## config.mk

```make
export PLATFORM = sky130hd
export DESIGN_NAME = mmcm_drp_ctrl
export DESIGN_NICKNAME = d
export VERILOG_FILES = /design/src/rtl/mmcm_drp_ctrl.sv
export SDC_FILE = /design/constraint.sdc
export NUM_CORES = 1
export LEC_CHECK = 0
export CORE_ASPECT_RATIO = 1.75
export CORE_MARGIN = 3
export CORE_UTILIZATION = 42
export DETAILED_ROUTE_END_ITERATION = 6
export PLACE_DENSITY = 0.66
export SYNTH_ARGS = -nofsm -noshare
export SYNTH_HDL_FRONTEND = slang
export SYNTH_SLANG_ARGS = --single-unit
```

## constraint.sdc

```tcl
create_clock -name CLKIN_100MHZ -period 3.8 [get_ports CLKIN_100MHZ]
set_input_delay 0.38 -clock CLKIN_100MHZ [delete_from_list [all_inputs] [get_ports CLKIN_100MHZ]]
set_output_delay 0.38 -clock CLKIN_100MHZ [all_outputs]
set_load 0.005 [all_outputs]
```

## src/rtl/mmcm_drp_ctrl.sv

```systemverilog
// MMCM DRP reconfiguration controller: read-modify-write of eight
// DRP registers per pixel-clock mode, then waits for MMCM lock.
module mmcm_drp_ctrl #(
  parameter int unsigned LOCK_TIMEOUT = 2**20,
  parameter int unsigned DRDY_TIMEOUT = 64
) (
  input  logic        CLKIN_100MHZ,
  input  logic        RESETN,
  input  logic        MODE,
  input  logic        REQ,
  output logic        BUSY,
  output logic        DONE,
  output logic        ERROR,
  output logic        CUR_MODE,
  output logic        MMCM_RST,
  output logic [6:0]  DADDR,
  output logic [15:0] DI,
  input  logic [15:0] DO,
  output logic        DEN,
  output logic        DWE,
  input  logic        DRDY,
  input  logic        LOCKED,
  output logic        LOCKED_SYNC
);

  localparam int unsigned TMAX =
    (LOCK_TIMEOUT > DRDY_TIMEOUT) ? LOCK_TIMEOUT : DRDY_TIMEOUT;
  localparam int CW = $clog2(TMAX + 1);
  localparam logic [CW-1:0] DRDY_LAST = CW'(DRDY_TIMEOUT - 1);
  localparam logic [CW-1:0] LOCK_LAST = CW'(LOCK_TIMEOUT - 1);

  typedef enum logic [2:0] {
    IDLE, RST_ASSERT, RD, RD_WAIT,
    WR, WR_WAIT, RST_RELEASE, LOCK_WAIT
  } state_e;

  typedef struct packed {
    logic [6:0]  addr;
    logic [15:0] mask;
    logic [15:0] val;
  } rom_t;

  // {mode, index}: CLKOUT0 r1/r2, CLKFBOUT r1/r2, DIVCLK, LOCK r1/r2, FILTER r1
  function automatic rom_t rom_lookup(input logic m, input logic [2:0] i);
    rom_t r;
    r = '0;
    case ({m, i})
      4'h0: r = {7'h08, 16'h1000, 16'h0596};
      4'h1: r = {7'h09, 16'hFC00, 16'h0080};
      4'h2: r = {7'h14, 16'h1000, 16'h0A29};
      4'h3: r = {7'h15, 16'hFC00, 16'h0000};
      4'h4: r = {7'h16, 16'hC000, 16'h1041};
      4'h5: r = {7'h18, 16'hFC00, 16'h01E8};
      4'h6: r = {7'h19, 16'h8000, 16'h7001};
      4'h7: r = {7'h4E, 16'h66FF, 16'h1100};
      4'h8: r = {7'h08, 16'h1000, 16'h0659};
      4'h9: r = {7'h09, 16'hFC00, 16'h0040};
      4'hA: r = {7'h14, 16'h1000, 16'h0514};
      4'hB: r = {7'h15, 16'hFC00, 16'h0000};
      4'hC: r = {7'h16, 16'hC000, 16'h1041};
      4'hD: r = {7'h18, 16'hFC00, 16'h00FA};
      4'hE: r = {7'h19, 16'h8000, 16'h7C01};
      4'hF: r = {7'h4E, 16'h66FF, 16'h0800};
      default: r = '0;
    endcase
    return r;
  endfunction

  state_e        state_q, state_d;
  logic [2:0]    idx_q, idx_d;
  logic [CW-1:0] cnt_q, cnt_d;
  logic          mode_q, mode_d;
  logic          cur_q, cur_d;
  logic          err_q, err_d;
  logic          done_q, done_d;
  logic          den_q, den_d;
  logic          dwe_q, dwe_d;
  logic          rst_q, rst_d;
  logic [6:0]    daddr_q, daddr_d;
  logic [15:0]   di_q, di_d;
  logic [1:0]    rsync_q;
  logic [1:0]    lsync_q;
  logic [2:0]    idx_sel;
  rom_t          ent;

  // WR_WAIT looks one entry ahead so DADDR is ready when RD starts
  assign idx_sel = (state_q == WR_WAIT) ? idx_q + 3'd1 : idx_q;
  assign ent     = rom_lookup(mode_q, idx_sel);

  always_comb begin
    state_d = state_q;
    idx_d   = idx_q;
    cnt_d   = cnt_q;
    mode_d  = mode_q;
    cur_d   = cur_q;
    err_d   = err_q;
    done_d  = 1'b0;
    daddr_d = daddr_q;
    di_d    = di_q;
    case (state_q)
      IDLE: begin
        if (REQ && rsync_q[1]) begin
          state_d = RST_ASSERT;
          mode_d  = MODE;
          err_d   = 1'b0;
          idx_d   = 3'd0;
        end
      end
      RST_ASSERT: begin
        idx_d   = 3'd0;
        daddr_d = ent.addr;
        state_d = RD;
      end
      RD: begin
        cnt_d   = '0;
        state_d = RD_WAIT;
      end
      RD_WAIT: begin
        if (DRDY) begin
          di_d    = (DO & ent.mask) | ent.val;
          state_d = WR;
        end else if (cnt_q == DRDY_LAST) begin
          err_d   = 1'b1;
          state_d = IDLE;
        end else begin
          cnt_d = cnt_q + 1'b1;
        end
      end
      WR: begin
        cnt_d   = '0;
        state_d = WR_WAIT;
      end
      WR_WAIT: begin
        if (DRDY) begin
          if (idx_q == 3'd7) begin
            state_d = RST_RELEASE;
          end else begin
            idx_d   = idx_sel;
            daddr_d = ent.addr;
            state_d = RD;
          end
        end else if (cnt_q == DRDY_LAST) begin
          err_d   = 1'b1;
          state_d = IDLE;
        end else begin
          cnt_d = cnt_q + 1'b1;
        end
      end
      RST_RELEASE: begin
        cnt_d   = '0;
        state_d = LOCK_WAIT;
      end
      LOCK_WAIT: begin
        if (lsync_q[1]) begin
          done_d  = 1'b1;
          cur_d   = mode_q;
          state_d = IDLE;
        end else if (cnt_q == LOCK_LAST) begin
          err_d   = 1'b1;
          state_d = IDLE;
        end else begin
          cnt_d = cnt_q + 1'b1;
        end
      end
      default: state_d = IDLE;
    endcase
    den_d = (state_d == RD) || (state_d == WR);
    dwe_d = (state_d == WR);
    rst_d = (state_d == RST_ASSERT) || (state_d == RD) ||
            (state_d == RD_WAIT) || (state_d == WR) ||
            (state_d == WR_WAIT);
  end

  always_ff @(posedge CLKIN_100MHZ or negedge RESETN) begin
    if (!RESETN) begin
      state_q <= IDLE;
      idx_q   <= '0;
      cnt_q   <= '0;
      mode_q  <= 1'b0;
      cur_q   <= 1'b0;
      err_q   <= 1'b0;
      done_q  <= 1'b0;
      den_q   <= 1'b0;
      dwe_q   <= 1'b0;
      rst_q   <= 1'b0;
      daddr_q <= '0;
      di_q    <= '0;
      rsync_q <= '0;
      lsync_q <= '0;
    end else begin
      state_q <= state_d;
      idx_q   <= idx_d;
      cnt_q   <= cnt_d;
      mode_q  <= mode_d;
      cur_q   <= cur_d;
      err_q   <= err_d;
      done_q  <= done_d;
      den_q   <= den_d;
      dwe_q   <= dwe_d;
      rst_q   <= rst_d;
      daddr_q <= daddr_d;
      di_q    <= di_d;
      rsync_q <= {rsync_q[0], 1'b1};
      lsync_q <= {lsync_q[0], LOCKED};
    end
  end

  assign BUSY        = (state_q != IDLE);
  assign DONE        = done_q;
  assign ERROR       = err_q;
  assign CUR_MODE    = cur_q;
  assign MMCM_RST    = rst_q;
  assign DADDR       = daddr_q;
  assign DI          = di_q;
  assign DEN         = den_q;
  assign DWE         = dwe_q;
  assign LOCKED_SYNC = lsync_q[1];

endmodule

```

==> flow_summary.toml, run 1 <==
[run_status]
status = "complete, no violations"

[synth]
netlist_instances = 339
synth_area_um2 = 3180
syn_avg_cell_area_um2 = 9.39
synth_edf_count = 0
yosysTopAreaCellShare = 0.472
ys_seq_area_frac = 0.472
synth_area_leader_cell = "dfrtp_1"
synth_flop_cell = "dfrtp_1"
synthArstFlopShare = 1.00
synth_fp_nets = 370
synth-seq-cells = 60
synth_cell_types = 53
synth_area_leaders = "dfrtp_1 (47%), nand2_1 (5.7%), xnor2_1 (4.1%)"
ys_warn_count = 0

[floorplan]
placementRows = 41
die_w_um = 71.8
start_util = 0.437
core_um2 = 7280
die-area_um2 = 8700
die_h_um = 121
io_pins = 53

[cells_and_area]
nets = 415
layout_commonest_cell = "dfrtp_1"
areaGrowthSynthToFinish_pct = 25.8
post-route-cell-area_um2 = 4000
fill_cells = 671
diodes = 0
drive_above_1_share = 0.0825
mostFrequentLayoutCells = "dfrtp_1 (60), clkdlybuf4s50_1 (49), nand2_1 (48), nor2_1 (28), o21ai_0 (24)"

[sta]
min_period_ps = 2650
rsz0062_at_grt = "no"
hold_viol = 0
worst_slew_pin_slew_ps = 940
fin_skew_ps = 11.1
fmax_mhz = 377
slew_violations = 0
min_period_over_period = 0.698
fin_setup_tns_ps = 0
finalSetupViolCount = 0
slew_headroom = 0.373
holdWs_ps = 193

[detailed_routing]
vias_per_cell = 5.55
ant_nets = 0
drt-initial-drc-count = 124
wl_per_cell_um = 16.3
dr.pass1.iters = 4
num_vias = 2631
wl_um = 7740
remaining_drc_errors = 0

[global_route]
grt_usage = 0.192
grt_antenna_before_repair = 0
grt_max_degree = 43
grt_pass1_wl_um = 12700
grt_pass1_vias = 2698
grt.overflow.total = 0

[power_and_ir_drop]
leakagePower_nw = 1.73
finalPower_mw = 2.70
p_per_area_nw_per_um2 = 676
irDropWorstVdd_uv = 414

[critical_path]
critical_path_arrival_ps = 2860
crit_type = "flip-flop to flip-flop"
r2r_end = "DI[3]"
crit_fanout = 12
end_kind = "flip-flop"
timing.rr.start = "state_q[1]"
worst_setup_path_start_kind = "flip-flop"
r2r_cells = 9
required_ps = 4010
r2r_slack_ps = 1150

[worst_hold_path]
hold_class = "input port to asynchronous set/reset pin"

[flow_run]
cap_violations = 0

[clock_network]
path_clk_slew_ps = 50
cts-buffers-inserted = 9
clk_latency_ps = 330
post_cts_buffers = 0
ctsHtreeMaxLevel = 3
cts_tree = "built"
clk_path_buf_depth = 2
hold_buffers = 0
tritoncts_num_sinks = 60
cts-root-buf = "clkbuf_16"
cts_resized = 0

[placement]
place.gp.congestion = 0.824
placed_cell_area_um2 = 3710
io_buffer_count = 50
dp.final_hpwl_um = 5600
how the worst max path moves through the flow:
stage               cells past startpoint  slack [ps]       start  endpoint
floorplan                               9        1540  state_q[1]     DI[1]
finish                                  9        1150  state_q[1]     DI[3]
CTS                                     9        1180  state_q[1]     DI[3]
global placement                        9        1220  state_q[0]    DI[12]
detailed placement                      9        1200  state_q[1]     DI[0]
global route                            9         970  state_q[1]     DI[3]
logic make-up after synthesis:
group	share of synthesized area
mux	0.0318
buf+inv	0.0440
other cells	0.00236
fa+ha+maj	0.0354
flops	0.472
compound gates	0.172
xor+xnor	0.0440
simple gates	0.198
stage by stage:
stage                     cells  worst slack [ps]   util
after CTS                   474              1180  0.549
after global placement      459              1220  0.510
after global routing        474               974  0.549
after detailed placement    459              1200  0.510
after floorplan             339              1540      -
final                       474              1150  0.549
cell type report:
cell class                 instances  area, um2  share of cell area
clock inverter                     1       5.00             0.00125
sequential                        60       1500               0.375
inverter                          10       37.5             0.00938
clock buffer                      14        284              0.0710
multi-input combinational        249       1540               0.385
timing repair buffer              54        526               0.131
tap                               86        108              0.0269
synth_stat cells, types with 2 or more instances:
cell type / count
dfrtp_1: 60
o21ai_1: 2
conb_1: 2
ha_1: 9
inv_1: 10
mux2_2: 6
nand2_1: 48
mux2i_1: 2
and4_1: 4
buf_2: 7
nor4_1: 4
nor2_1: 28
o21ai_0: 24
a22o_1: 3
a32o_1: 2
nand4_1: 7
buf_4: 3
or4_1: 2
a211oi_1: 7
and2_1: 6
nor3_1: 3
xnor2_1: 15
clkbuf_1: 9
nor2b_1: 2
nand3_1: 16
a31oi_1: 3
o31ai_1: 6
a21oi_1: 22
and3_1: 2
or3_1: 2
registers in the layout (all words and copies together) (netlist names):
register,count
lsync_q,2
DI,16
MMCM_RST,1
CUR_MODE,1
DADDR,6
ERROR,1
rsync_q,2
DONE,1
mode_q,1
DEN,1
DWE,1
cnt_q,21
state_q,3
idx_q,3
layer usage:
metal	up-vias	wire length (um)	track usage
li1	1291	-	-
met1	1267	3010	0.205
met2	63	4230	0.340
met3	10	370	0.0580
met4	0	131	0.0824
met5	-	0	0
critical path, cell delays in order (launching register included):
cell and delay (ps):
dfrtp_1 560, nand3b_1 280, mux2i_1 550, inv_1 180, ha_1 300, nor2b_1 180, a21oi_1 150, nand2_1 90
nand2_1 140, o21ai_0 90
report_power, final:
group          switching [mW]  leakage, nW  internal, mW
Sequential              0.151        0.787         0.784
Clock                   0.272        0.145         0.507
Combinational           0.523        0.794         0.467
No activity file was read; power rests on OpenSTA's default activity.
==> inputs of run 2 (changes only) <==
- clock period: 3.8 -> 2.55 ns (I/O delays scaled with it)
==> run 2 against run 1 <==
  * Maximum frequency grew 17%
  * Clock-buffer cell count down 1
  * First-iteration DRC count rose by 13%
  * Global-route usage down 0.41 points
  * Design area rose by 3.2%
  * Wire length shrank 1.5%
  * Utilization rose by 1.7 points
==> flow_summary.toml, run 2 (synthesized netlist as in run 1, its figures left out) <==
[placement]
place_ws_ps = 204
placed_cells_incl_taps = 469
place.gp.congestion = 0.859
dp.final_hpwl_um = 5630
io_buffer_count = 50
placed_cell_area_um2 = 3790

[detailed_routing]
ant_nets = 0
dr.pass1.iters = 5
remaining_drc_errors = 0
drt-initial-drc-count = 140
vias_per_cell = 5.49
wl_per_cell_um = 15.7
num_vias = 2665
wl_um = 7620

[cells_and_area]
drive_above_1_share = 0.113
layout_commonest_cell = "dfrtp_1"
post-route-cell-area_um2 = 4130
diodes = 0
largest_reg_flops = 21
regMostFlops = "cnt_q"
fin_cells = 485
nets = 425
mostFrequentLayoutCells = "dfrtp_1 (60), clkdlybuf4s50_1 (49), nand2_1 (48), nor2_1 (28), o21ai_0 (24)"
areaGrowthSynthToFinish_pct = 29.7

[global_route]
grt_util_met3 = 0.0340
grt_pass1_vias = 2712
grt_pass1_wl_um = 12800
grt_antenna_before_repair = 0
use_met1 = 0.207
grt_usage = 0.188
grt_max_degree = 61
grt.overflow.total = 0
use_met2 = 0.345
grt-busiest-layer = "met2"

[floorplan]
core_um2 = 7280
die_h_um = 121
placementRows = 41
start_util = 0.437
io_pins = 53
die_w_um = 71.8
die-area_um2 = 8700

[critical_path]
crit_type = "flip-flop to flip-flop"
worst_setup_path_start_kind = "flip-flop"
timing.rr.start = "idx_q[0]"
r2r_slack_ps = 280
critical_path_arrival_ps = 2490
r2r_cells = 8
end_kind = "flip-flop"
required_ps = 2770
crit_fanout = 5
r2r_end = "DI[4]"

[power_and_ir_drop]
p_per_area_nw_per_um2 = 1040
leakagePower_nw = 1.78
irDropWorstVdd_uv = 579
finalPower_mw = 4.29

[run_status]
status = "complete, no violations"

[sta]
fin_skew_ps = 7.03
hold_viol = 0
fin_ws_ps = 284
min_period_ps = 2270
min_period_over_period = 0.889
rsz0062_at_grt = "no"
finalSetupViolCount = 0
slew_violations = 0
fin_setup_tns_ps = 0
fmax_mhz = 441
worst_slew_pin_slew_ps = 756
slew_headroom = 0.496

[clock_network]
tritoncts_num_sinks = 60
cts_tree = "built"
hold_buffers = 0
ctsHtreeMaxLevel = 3
clk_path_buf_depth = 2
post_cts_buffers = 0
cts-root-buf = "clkbuf_16"
path_clk_slew_ps = 50
cts-buffers-inserted = 9
clk_latency_ps = 330

[flow_run]
cap_violations = 0

[worst_hold_path]
hold_class = "input port to asynchronous set/reset pin"
[run 2: cell count changes in the layout (fill, tap and decap cells not counted), sizes merged]
cell	previous run	this run
buf	5	15
clkbuf	14	13
clkinv	1	0
clkinvlp	0	1
bufinv	0	2
[run 2: layout make-up]
| cell class | count | area [um2] |
|---|---|---|
| timing repair buffer | 64 | 601 |
| sequential | 60 | 1500 |
| multi-input combinational | 249 | 1540 |
| inverter | 10 | 37.5 |
| clock inverter | 3 | 67.6 |
| clock buffer | 13 | 270 |
| fill | 665 | 3160 |
| tap | 86 | 108 |
[run 2: metal layers]
layer / routed length (um) / vias to the layer above
met1: 2960 / 1285
met3: 282 / 13
li1: - / 1306
met5: 0 / -
met2: 4250 / 61
met4: 132 / 0
[run 2: power breakdown]
group / leakage, nW / total, mW / switching [mW] / internal, mW
Clock: 0.162 / 1.35 / 0.415 / 0.935
Sequential: 0.787 / 1.33 / 0.161 / 1.17
Combinational: 0.836 / 1.61 / 0.850 / 0.764
[run 2: per-stage QoR]
stage	utilization	hold WS, ps
2_1_floorplan	-	-40.6
3_3_place_gp	0.520	332
3_5_place_dp	0.520	336
4_1_cts	0.566	110
5_1_grt	0.567	131
6_report	0.567	73.9
[run 2: critical path, cell delays in order (launching register included)]
cell and delay [ps]:
dfrtp_1 400, ha_1 320, mux2i_1 370, buf_4 210, ha_1 250, nand2_1 90, nor2_1 200, a311oi_1 90
o21ai_0 230
[run 2: what timing repair did]
action                                  in CTS  in global routing
resized for setup                            0                  2
hold endpoints to repair                     0                  0
endpoints found under the setup margin       0                  2
[run 2: worst max-delay path by stage]
stage                     depth (start not counted)     end  startpoint
after floorplan                                   9   DI[1]  state_q[1]
after global placement                            9  DI[12]  state_q[1]
after detailed placement                          9  DI[12]  state_q[1]
after CTS                                         9   DI[4]  state_q[1]
after global routing                              9   DI[4]  state_q[1]
final                                             8   DI[4]    idx_q[0]
